[config.mk]
export PLATFORM = sky130hd
export DESIGN_NAME = cache_stream_demux
export DESIGN_NICKNAME = d
export VERILOG_FILES = /design/src/rtl/cache_stream_demux.sv
export SDC_FILE = /design/constraint.sdc
export NUM_CORES = 1
export LEC_CHECK = 0
export ABC_AREA = 1
export ABC_CLOCK_PERIOD_IN_PS = 6670
export BUFFER_PORTS_ARGS = -buffer_cell sky130_fd_sc_hd__buf_2
export CAP_MARGIN = 20
export CORE_ASPECT_RATIO = 0.75
export CORE_MARGIN = 4
export CORE_UTILIZATION = 30
export DETAILED_ROUTE_END_ITERATION = 10
export PLACE_DENSITY = 0.57
export RECOVER_POWER = 50
export SYNTH_ARGS = -nofsm -noshare
export SYNTH_HDL_FRONTEND = slang
export SYNTH_SLANG_ARGS = --single-unit
[constraint.sdc]
create_clock -name clk -period 6.67 [get_ports clk]
set_input_delay 1.0005 -clock clk [delete_from_list [all_inputs] [get_ports clk]]
set_output_delay 1.0005 -clock clk [all_outputs]
set_load 0.005 [all_outputs]
[src/rtl/cache_stream_demux.sv]
// Registered 1-to-NUM_OUT valid/ready demultiplexer with one holding slot per channel.
// Supports unicast and broadcast; illegal selects are dropped and flagged in sel_err.
module cache_stream_demux #(
    parameter int unsigned DATA_WIDTH = 32,
    parameter int unsigned NUM_OUT    = 4,
    parameter int unsigned SEL_WIDTH  = $clog2(NUM_OUT),
    parameter int unsigned CNT_WIDTH  = 16
) (
    input  logic                           clk,
    input  logic                           rst,
    input  logic                           in_valid,
    output logic                           in_ready,
    input  logic [DATA_WIDTH-1:0]          in_data,
    input  logic [SEL_WIDTH-1:0]           in_sel,
    input  logic                           in_bcast,
    output logic [NUM_OUT-1:0]             out_valid,
    input  logic [NUM_OUT-1:0]             out_ready,
    output logic [NUM_OUT*DATA_WIDTH-1:0]  out_data,
    output logic                           sel_err,
    input  logic                           err_clr,
    output logic [CNT_WIDTH-1:0]           beat_cnt
);

    logic [NUM_OUT-1:0]                 valid_q;
    logic [NUM_OUT-1:0][DATA_WIDTH-1:0] data_q;
    logic [NUM_OUT-1:0]                 slot_free;
    logic [NUM_OUT-1:0]                 load;
    logic                               sel_legal;
    logic                               sel_free;
    logic                               accept;
    logic                               drop;

    // Ready/accept decode; in_sel is matched per channel so an illegal select never indexes out of range.
    always_comb begin
        slot_free = ~valid_q | out_ready;
        sel_legal = (32'(in_sel) < NUM_OUT);
        sel_free  = 1'b0;
        for (int i = 0; i < int'(NUM_OUT); i++) begin
            if (SEL_WIDTH'(i) == in_sel) begin
                sel_free = slot_free[i];
            end
        end

        if (rst) begin
            in_ready = 1'b0;
        end else if (in_bcast) begin
            in_ready = &slot_free;
        end else if (!sel_legal) begin
            in_ready = 1'b1;
        end else begin
            in_ready = sel_free;
        end

        accept = in_valid & in_ready;
        drop   = accept & ~in_bcast & ~sel_legal;
        load   = '0;
        for (int i = 0; i < int'(NUM_OUT); i++) begin
            load[i] = accept & (in_bcast | (sel_legal & (SEL_WIDTH'(i) == in_sel)));
        end
    end

    // Empty channels present zero data even though data_q keeps its last value.
    always_comb begin
        out_data = '0;
        for (int i = 0; i < int'(NUM_OUT); i++) begin
            out_data[i*DATA_WIDTH +: DATA_WIDTH] = valid_q[i] ? data_q[i] : '0;
        end
    end

    assign out_valid = valid_q;

    always_ff @(posedge clk or posedge rst) begin
        if (rst) begin
            valid_q  <= '0;
            data_q   <= '0;
            sel_err  <= 1'b0;
            beat_cnt <= '0;
        end else begin
            for (int i = 0; i < int'(NUM_OUT); i++) begin
                if (load[i]) begin
                    valid_q[i] <= 1'b1;
                    data_q[i]  <= in_data;
                end else if (out_ready[i]) begin
                    valid_q[i] <= 1'b0;
                end
            end
            if (accept) begin
                beat_cnt <= beat_cnt + CNT_WIDTH'(1);
            end
            // A new illegal beat outranks a same-cycle clear.
            if (drop) begin
                sel_err <= 1'b1;
            end else if (err_clr) begin
                sel_err <= 1'b0;
            end
        end
    end

endmodule

=== Word level (Yosys, flattened, before mapping) ===
Index checks and enable logic that the tools add are counted.

* Flip-flop bits (word level): 148
* Bits of input ports: 43
* Output and inout port bits: 150
* Logic and storage cells: 48

* $add $sub $neg: 1
* Eq/ne operators: 3
* Multiplexer cells: 18
* Bitwise logic cells: 11
* Reduce and logical (&&, ||, !) cells: 6

{| class="wikitable"
|+ Operators by type and width
! kind !! number
|-
| $mux 32 || 4
|-
| $add 16x1->16 const B || 1
|-
| $mux 1 || 14
|-
| $reduce_bool 2->1 || 4
|-
| $and 1x1->1 || 5
|-
| $eq 2x2->1 const A || 2
|-
| $not 4->4 || 1
|-
| $or 1x1->1 || 4
|-
| $or 4x4->4 || 1
|-
| $reduce_and 4->1 || 1
|-
| $eq 1x2->1 const A || 1
|-
| $logic_not 2->1 || 1
|}

=== Depth between registers and ports, before layout ===
Gate-level depths: netlist of run 1.

* Depth after elaboration: 11
* Gate-level depth with buffers: 10
* Depth with buffers taken out: 9

=== Worst setup path after synthesis of run 1 ===
No wires, ideal clock.

* Kind: input to output
* Start point: input port rst
* End point: output port in_ready
* Arrival time: 5.018 ns
* Data required time: 5.669 ns
* Path slack: 0.651 ns
* Stages on the path: 4
* Buffers on the path: 1
* Cells stage by stage: inv_1 -> nand3_2 -> nor2_4 -> buf_2

* Word-level cells in the longest chain between the ends: 1

{| class="wikitable"
|+ RTL lines
! item !! line !! text
|-
| start: declaration || 10 || <nowiki>input logic rst,</nowiki>
|-
| $mux 1 || 44 || <nowiki>if (rst) begin</nowiki>
|-
| end: declaration || 12 || <nowiki>output logic in_ready,</nowiki>
|}

No other way between the ends.

=== Worst setup path after layout of run 1 ===
* Start point: register valid_q[1], in the netlist out_valid[1]
* End point: output port in_ready

* Word-level cells in the longest chain between the ends: 7
* Elaborated cells on any way between the ends: 8
* Classes of those cells: mux: 5; bitwise: 2; reduce/logical: 1

{| class="wikitable"
|+ RTL lines
! item !! line !! text
|-
| start: declaration || 24 || <nowiki>logic [NUM_OUT-1:0] valid_q;</nowiki>
|-
| start signal: assignment || 74 || <nowiki>valid_q <= '0;</nowiki>
|-
| start signal: indexed assignment || 81 || <nowiki>valid_q[i] <= 1'b1;</nowiki>
|-
| start signal: indexed assignment || 84 || <nowiki>valid_q[i] <= 1'b0;</nowiki>
|-
| $not 4->4 (*) || 35 || <nowiki>slot_free = ~valid_q | out_ready;</nowiki>
|-
| $or 4x4->4 (*) || 35 ||
|-
| $mux 1 (3 in series) || 39 || <nowiki>if (SEL_WIDTH'(i) == in_sel) begin</nowiki>
|-
| $mux 1 (*) || 46 || <nowiki>end else if (in_bcast) begin</nowiki>
|-
| $mux 1 (*) || 44 ||
|}

Every way passes the cells marked *; elsewhere a longest branch is shown, timed or not.

==> results of run 1 <==
==> logic make-up (layout without fill, tap and decap cells) <==
family                     count (synthesis)  in the layout
and+or+nand+nor                          634            634
buffers and inverters                    214            372
DFF                                      148            148
xor gates and xnor gates                  13             13
AOI/OAI and AO/OA                          4              4
adders and majority gates                  1              1
other                                      1              3
==> metrics by stage <==
step	util, %	setup slack (ns)	std cells	total power, uW
after floorplan	-	0.6510	1015	1601
after global placement	34.66	2.587	1479	1802
after detailed placement	34.66	2.566	1479	1817
after CTS	36.91	2.572	1510	2776
after global routing	36.76	2.073	1513	2916
final	36.76	2.415	1513	2733
==> area by class of cell <==
class,count,area (um2)
Clock buffer,18,429.2
Antenna cell,2,5.005
Multi-Input combinational cell,653,3038
Inverter,142,538.0
Tap cell,338,422.9
Clock inverter,13,136.4
Sequential cell,148,3704
Timing Repair Buffer,199,970.9
Fill cell,2779,15910
==> power by group through the flow <==
stage / registers (uW) / logic (uW) / clock network (uW)
after detailed placement: 1240 / 573 / 0
after global placement: 1240 / 562 / 0
final: 1230 / 557 / 945
after CTS: 1230 / 574 / 971
after floorplan: 1210 / 388 / 0
after global routing: 1260 / 646 / 1010
==> layer usage <==
layer	track usage, %	share of wire, %	routed length, um	vias up
met3	4.952	7.1	1768	27
met1	25.65	49	12290	3348
met5	0	0.028	7	-
li1	-	-	-	3455
met2	25.65	42	10550	223
met4	5.485	1.6	401	2
==> synth_stat cells, types with 2 or more instances <==
library cell,number
buf_4,5
nand2_1,461
nand3_1,7
nand2_2,5
nor2_4,3
xnor2_1,8
nand2_4,2
inv_1,140
nand4_1,129
buf_6,23
xor2_1,5
dfrtp_1,148
buf_1,2
o21ai_1,3
buf_2,6
nor2_1,19
clkbuf_1,36
nand4_4,4
inv_2,2
==> critical path, cell delays in order, from the launching register on <==
cell	delay (ns)
dfrtp_1	0.32
clkbuf_1	1.30
inv_1	0.16
nor2_1	0.25
nand2_4	0.09
nand3_4	0.13
nor2_4	0.03
buf_4	0.30
buf_2	0.22
==> worst paths after layout <==
kind	depth (start not counted)	end
max	8	in_ready
min	2	data_q[83]
max reg2reg	10	data_q[89]
min reg2reg	2	data_q[83]
max in group asynchronous	3	data_q[47]
min in group asynchronous	2	data_q[100]
==> state kept, by name, summed over array words and instances (netlist names) <==
signal and cells:
beat_cnt 16, data_q 128, out_valid 4
==> results.sh, run 1 <==
export IMPL_status="finished, violations left"
export IMPL_violations="capacitance limit, slew limit"
export IMPL_via_per_inst=4.663
export IMPL_row_count=50
export IMPL_criticalPathCategory="reg -> out"
export IMPL_reg2reg_setup_slack_ns=3.22
export IMPL_p_switching_uw=885.4
export IMPL_portBuffers=190
export IMPL_cts_tree="done"
export IMPL_skew_ns=0.01106
export IMPL_clk_latency_ns=0.43
export IMPL_crit_arrival_ns=3.25
export IMPL_fin_nets=1205
export IMPL_place_congestion=0.7863
export IMPL_core_um2=25150
export IMPL_wire_per_inst_um=16.54
export IMPL_routed_via_count=7055
export IMPL_timing_hold_ws_ns=0.4689
export IMPL_endpoint_kind="output port"
export IMPL_final_area_um2=9244
export IMPL_syn2layout_area_growth_pct=19.72
export IMPL_synthesis_nets=1059
export IMPL_ant_nets=0
export IMPL_start_kind="flip-flop"
export IMPL_grtUsageTotal_pct=17.69
export IMPL_postPlaceCellArea_um2=8716
export IMPL_yosys_register_bits=148
export IMPL_drt_total_wl_um=25020
export IMPL_cts_root_buf="clkbuf_16"
export IMPL_p_int_uw=1847
export IMPL_post_route_period_util_pct=63.80
export IMPL_power_frac_comb_pct=20.4
export IMPL_grt_pass1_wl_um=40060
export IMPL_synth_main_ff_cell="dfrtp_1"
export IMPL_synth_edff_count=0
export IMPL_dieArea_um2=28390
export IMPL_cts_sinks=148
export IMPL_p_per_area_nw_per_um2=295.6
export IMPL_synthDominantCellAreaShare_pct=47.97
export IMPL_ys_warn_count=0
export IMPL_netlist_instances=1015
export IMPL_drt_iter0_drc=441
export IMPL_clkTransAtPathRegs_ns=0.06
export IMPL_synth_xor_area_share_pct=1.475
export IMPL_synth_area_leaders="dfrtp_1, nand2_1, nand4_1"
export IMPL_max_cap_violations=2
export IMPL_grt_remaining_overflow=0
export IMPL_p_clk_share_pct=34.6
export IMPL_min_delay_start="data_q[83]"
export IMPL_cts_made_buffers=17
export IMPL_start_util_pct=30.70
export IMPL_first_pass_iters=5
export IMPL_drc=0
export IMPL_hpwl_um=16070
export IMPL_cts_hold_buf=0
export IMPL_r2r_start="out_valid[1]"
export IMPL_post_cts_buffers=0
export IMPL_synth_top_family_by_area="simple AND/OR/NAND/NOR gates"
export IMPL_ir_worst_vdd_v=0.0001731
export IMPL_htreeDepth=4
export IMPL_first_global_vias=6886
export IMPL_max_slew_worst_pin_slew_ns=1.910
export IMPL_setup_viol=0
export IMPL_min_period_ns=4.255
export IMPL_grt_max_degree=81
export IMPL_crit_path_start="out_valid[1]"
export IMPL_seq_area_frac_synth_pct=47.97
export IMPL_p_leak_uw=0.005774
export IMPL_netSwitchingFraction_pct=32.40
export IMPL_rsz0062_at_grt="false"
export IMPL_maxSlewHeadroom_pct=-27.33
export IMPL_drive_above_1_share_pct=17.48
export IMPL_yosys_cell_types_count=26
export IMPL_clock_path_buffers=2
export IMPL_muxShareOfSynthArea_pct=0
export IMPL_fmaxAchievable_mhz=235.0
export IMPL_pwr_share_seq_pct=45.1
export IMPL_cts_resized=0
export IMPL_critPathRequiredTime_ns=5.67
export IMPL_min_path_type="reg -> reg"
export IMPL_die_w_um=193.2
export IMPL_dieHeight_um=146.9
export IMPL_slew_viol_final=69
export IMPL_async_reset_ff_share_pct=100.0
export IMPL_pin_count=193
export IMPL_synth_fa_ha_area_share_pct=0.1620
export IMPL_synth_compound_area_share_pct=0.2593
export IMPL_synth_cell_area_um2=7721
export IMPL_final_common_cell="nand2_1"
export IMPL_syn_area_per_cell_um2=7.607
export IMPL_grt_antenna_before_repair=3
export IMPL_critPathMaxFanout=56
export IMPL_setup_tns_ns=0
export IMPL_yosys_area_top_type="dfrtp_1"
export IMPL_synth_simple_area_share_pct=37.11
export IMPL_finalHoldViolations=0
export IMPL_final_cell_mix="nand2_1, dfrtp_1, buf_2"
No activity file was read; power rests on OpenSTA's default activity.
==> run 2: changes to the inputs <==
Settings changed: ABC_CLOCK_PERIOD_IN_PS 6670 to 3460, PLACE_DENSITY 0.57 to 0.59.
Clock period 6.67 ns to 3.46 ns, I/O delays scaled along.
==> results.sh, run 2 (synthesis gave the netlist of run 1 again) <==
export IMPL_status="finished, violations left"
export IMPL_violations="capacitance limit, slew limit"
export IMPL_wl_met1_um=12170
export IMPL_clk_latency_ns=0.42
export IMPL_place_congestion=0.8085
export IMPL_cts_sinks=148
export IMPL_crit_arrival_ns=2.31
export IMPL_core_um2=25150
export IMPL_grt_pass1_wl_um=40140
export IMPL_wire_per_inst_um=16.38
export IMPL_fin_nets=1207
export IMPL_first_pass_iters=5
export IMPL_p_per_area_nw_per_um2=573.6
export IMPL_min_path_type="in -> reg"
export IMPL_post_cts_buffers=0
export IMPL_hpwl_um=15660
export IMPL_grt_remaining_overflow=0
export IMPL_highest_layer="met4"
export IMPL_finalHoldViolations=0
export IMPL_crit_path_cell_trace="nand2_1, nand2_1, nand2_2, nand3_4, nor2_4, buf_2"
export IMPL_met2_length_um=10920
export IMPL_routed_via_count=7125
export IMPL_pin_count=193
export IMPL_maxSlewHeadroom_pct=-40.80
export IMPL_final_cell_mix="nand2_1, buf_2, dfrtp_1"
export IMPL_drc=0
export IMPL_critPathMaxFanout=35
export IMPL_ant_nets=0
export IMPL_fmaxAchievable_mhz=353.2
export IMPL_portBuffers=190
export IMPL_skew_ns=0.008876
export IMPL_cts_root_buf="clkbuf_16"
export IMPL_dieHeight_um=146.9
export IMPL_endpoint_kind="output port"
export IMPL_syn2layout_area_growth_pct=20.52
export IMPL_cts_made_buffers=17
export IMPL_htreeDepth=4
export IMPL_postPlaceCellArea_um2=8777
export IMPL_dieArea_um2=28390
export IMPL_fin_ws_ns=0.6285
export IMPL_via_per_inst=4.709
export IMPL_slew_viol_final=149
export IMPL_final_common_cell="nand2_1"
export IMPL_grtUsageTotal_pct=17.51
export IMPL_grt_antenna_before_repair=0
export IMPL_drt_total_wl_um=24790
export IMPL_cpMostUsedCell="nand2_1"
export IMPL_slowest_stage="dfrtp_2"
export IMPL_start_util_pct=30.70
export IMPL_drt_iter0_drc=556
export IMPL_max_slew_worst_pin_slew_ns=2.112
export IMPL_setup_viol=0
export IMPL_cts_hold_buf=0
export IMPL_cts_tree="done"
export IMPL_ir_worst_vdd_v=0.0002979
export IMPL_route_met3_wl_um=1462
export IMPL_grt_max_degree=149
export IMPL_post_route_period_util_pct=81.84
export IMPL_cp_slowest_stage_delay_ns=0.72
export IMPL_p_total_uw=5337
export IMPL_clkTransAtPathRegs_ns=0.06
export IMPL_final_area_um2=9305
export IMPL_min_period_ns=2.832
export IMPL_row_count=50
export IMPL_first_global_vias=7096
export IMPL_clock_path_buffers=2
export IMPL_start_kind="flip-flop"
export IMPL_criticalPathCategory="reg -> out"
export IMPL_dp_slack_ns=0.9282
export IMPL_die_w_um=193.2
export IMPL_cts_resized=0
export IMPL_largest_reg_flops=128
export IMPL_p_leak_uw=0.005848
export IMPL_regMostFlops="data_q"
export IMPL_n_antenna_cell=0
export IMPL_rsz0062_at_grt="false"
export IMPL_critPathRequiredTime_ns=2.94
export IMPL_max_cap_violations=1
export IMPL_drive_above_1_share_pct=18.81
[run 2: path summary, 6_finish.rpt]
kind / cells past startpoint / end / slack, ns / start
setup / recovery: 6 / in_ready / 0.63 / out_valid[0]
hold / removal: 2 / out_valid[3] / 0.27 / out_ready[3]
setup reg to reg: 8 / beat_cnt[4] / 0.95 / out_valid[0]
hold reg to reg: 2 / data_q[37] / 0.47 / data_q[37]
max in group asynchronous: 3 / out_valid[0] / 1.05 / rst
min in group asynchronous: 3 / data_q[126] / 0.98 / rst
[run 2: layout make-up]
cell class              count  area, um2
clock buffers              23      488.0
clock inverters             8      98.84
fillers                  2740      15840
inverters                 142      534.3
multi-input cells         653       3038
flip-flops and latches    148       3706
well taps                 338      422.9
repair buffers            201       1017
[run 2: routing by layer]
| layer | vias to the layer above | track usage (%) |
|---|---|---|
| met5 | - | 0 |
| met4 | 0 | 3.822 |
| met3 | 17 | 4.081 |
| met2 | 233 | 26.44 |
| met1 | 3427 | 25.69 |
| li1 | 3448 | - |
[run 2: per-stage QoR]
step	util [%]	instances	TNS, ns	hold WS, ns
after floorplan	-	1015	-29.13	0.4417
after detailed placement	34.90	1482	0	0.4582
final	37.00	1513	0	0.2672
after CTS	37.23	1513	0	0.2423
after global placement	34.90	1482	0	0.4533
after global routing	37.00	1513	0	0.2445
[run 2: power by group]
group	internal, uW	leakage [uW]	switching (uW)	total [uW]
Sequential	2130	0.00187	274	2410
Combinational	379	0.00370	672	1050
Clock	1130	0.000285	742	1880
[run 2: critical path: cells and delay by family (launching register included)]
family,cells,cell delay [ns]
buffers and inverters,1,0.23
DFF,1,0.72
and+or+nand+nor,5,0.93
==> run 3: changes to the inputs <==
Settings changed: ABC_CLOCK_PERIOD_IN_PS 3460 to 2400.
Clock period 3.46 ns to 2.4 ns, I/O delays scaled along.
==> results.sh, run 3 (synthesis gave the netlist of run 1 again) <==
export IMPL_status="complete, no violations"
export IMPL_n_fill_cell=2736
export IMPL_htreeDepth=4
export IMPL_grtUsageTotal_pct=17.32
export IMPL_fmaxAchievable_mhz=452.9
export IMPL_place_congestion=0.8284
export IMPL_core_um2=25150
export IMPL_dieArea_um2=28390
export IMPL_pin_count=193
export IMPL_final_area_um2=9505
export IMPL_final_common_cell="nand2_1"
export IMPL_fin_nets=1225
export IMPL_post_cts_buffers=0
export IMPL_syn2layout_area_growth_pct=23.11
export IMPL_first_global_vias=6892
export IMPL_ir_worst_vdd_v=0.0004352
export IMPL_finalHoldViolations=0
export IMPL_setup_viol=0
export IMPL_crit_path_start="out_valid[2]"
export IMPL_postPlaceCellArea_um2=8924
export IMPL_grt_pass1_wl_um=39680
export IMPL_first_pass_iters=4
export IMPL_clkTransAtPathRegs_ns=0.06
export IMPL_crit_arrival_ns=1.85
export IMPL_cts_sinks=148
export IMPL_min_delay_start="out_ready[1]"
export IMPL_worst_r2r_endpoint="data_q[127]"
export IMPL_max_slew_worst_pin_slew_ns=1.244
export IMPL_clock_path_buffers=2
export IMPL_drt_total_wl_um=24450
export IMPL_hpwl_um=16470
export IMPL_cts_resized=0
export IMPL_drc=0
export IMPL_rsz0062_at_grt="false"
export IMPL_final_cell_mix="nand2_1, buf_2, dfrtp_1"
export IMPL_reg2reg_setup_slack_ns=0.36
export IMPL_min_period_ns=2.208
export IMPL_final_util_pct=37.80
export IMPL_grt_antenna_before_repair=0
export IMPL_cts_tree="done"
export IMPL_start_util_pct=30.70
export IMPL_slew_viol_final=0
export IMPL_n_antenna_cell=0
export IMPL_reg2reg_depth=9
export IMPL_skew_ns=0.009354
export IMPL_post_route_period_util_pct=92.01
export IMPL_routed_via_count=7094
export IMPL_grt_max_degree=72
export IMPL_via_per_inst=4.637
export IMPL_min_to="out_valid[1]"
export IMPL_min_path_type="in -> reg"
export IMPL_ant_nets=0
export IMPL_wire_per_inst_um=15.98
export IMPL_r2r_start="out_valid[2]"
export IMPL_largest_reg_flops=128
export IMPL_drive_above_1_share_pct=20.13
export IMPL_p_per_area_nw_per_um2=847.2
export IMPL_grt_remaining_overflow=0
export IMPL_row_count=50
export IMPL_dieHeight_um=146.9
export IMPL_cts_root_buf="clkbuf_16"
export IMPL_portBuffers=190
export IMPL_criticalPathCategory="reg -> out"
export IMPL_max_cap_violations=0
export IMPL_endpoint_kind="output port"
export IMPL_drt_iter0_drc=526
export IMPL_critPathRequiredTime_ns=2.04
export IMPL_p_leak_uw=0.006001
export IMPL_die_w_um=193.2
export IMPL_clk_latency_ns=0.42
export IMPL_critPathMaxFanout=28
export IMPL_maxSlewHeadroom_pct=17.09
export IMPL_cts_made_buffers=17
export IMPL_hold_depth=2
export IMPL_start_kind="flip-flop"
export IMPL_regMostFlops="data_q"
export IMPL_cts_hold_buf=0
## run 3: changes by cell type in the layout (fill, tap and decap cells not counted), moves of 2 or more
cell	delta
buf_4	+8
clkbuf_1	-5
clkbuf_2	+5
nand2_1	+2
buf_12	+2
bufinv_16	+3
clkinv_2	-2
buf_2	+8
nand2_2	-2
## run 3: per-stage QoR
step,hold slack (ns),total power [uW],std cells,TNS (ns),setup slack (ns)
6_report,0.1204,8053,1530,0,0.1918
5_1_grt,0.1080,8576,1530,0,0.06257
4_1_cts,0.1005,8185,1530,0,0.1893
3_5_place_dp,0.4582,5107,1500,0,0.4059
3_3_place_gp,0.4540,5059,1500,0,0.4304
2_1_floorplan,0.4406,4460,1015,-163.52,-1.119
## run 3: area by class of cell
class / instances / area [um2] / area share (%)
inverters: 142 / 534.3 / 5.621
well taps: 338 / 422.9 / 4.449
clock inverters: 8 / 171.4 / 1.803
clock buffers: 22 / 494.2 / 5.199
multi-input cells: 653 / 3018 / 31.75
flip-flops and latches: 148 / 3705 / 38.98
repair buffers: 219 / 1160 / 12.20
## run 3: critical path, cell delays in order, from the launching register on
cell	delay, ns
dfrtp_1	0.42
nand2_1	0.11
nand2_1	0.06
nand2_1	0.12
nand3_4	0.11
nor2_4	0.24
buf_12	0.22
buf_2	0.14
## run 3: worst max path at each step
stage | slack (ns) | endpoint | cells past startpoint
2_1_floorplan | -1.12 | data_q[29] | 7
4_1_cts | 0.19 | in_ready | 7
3_3_place_gp | 0.43 | data_q[31] | 10
6_report | 0.19 | in_ready | 7
5_1_grt | 0.06 | in_ready | 7
3_5_place_dp | 0.41 | data_q[3] | 10
## run 3: power breakdown
group / switching [uW] / internal, uW
clock network: 1060 / 1970
logic: 1010 / 579
registers: 344 / 3080
total: 2420 / 5630
## run 3: metal layers
| layer | track usage, % | share of wire (%) | vias up |
|---|---|---|---|
| met3 | 4.218 | 6.3 | 18 |
| met4 | 4.034 | 1.1 | 0 |
| met1 | 25.72 | 49 | 3366 |
| met5 | 0 | 0 | - |
| met2 | 25.51 | 43 | 229 |
| li1 | - | - | 3481 |
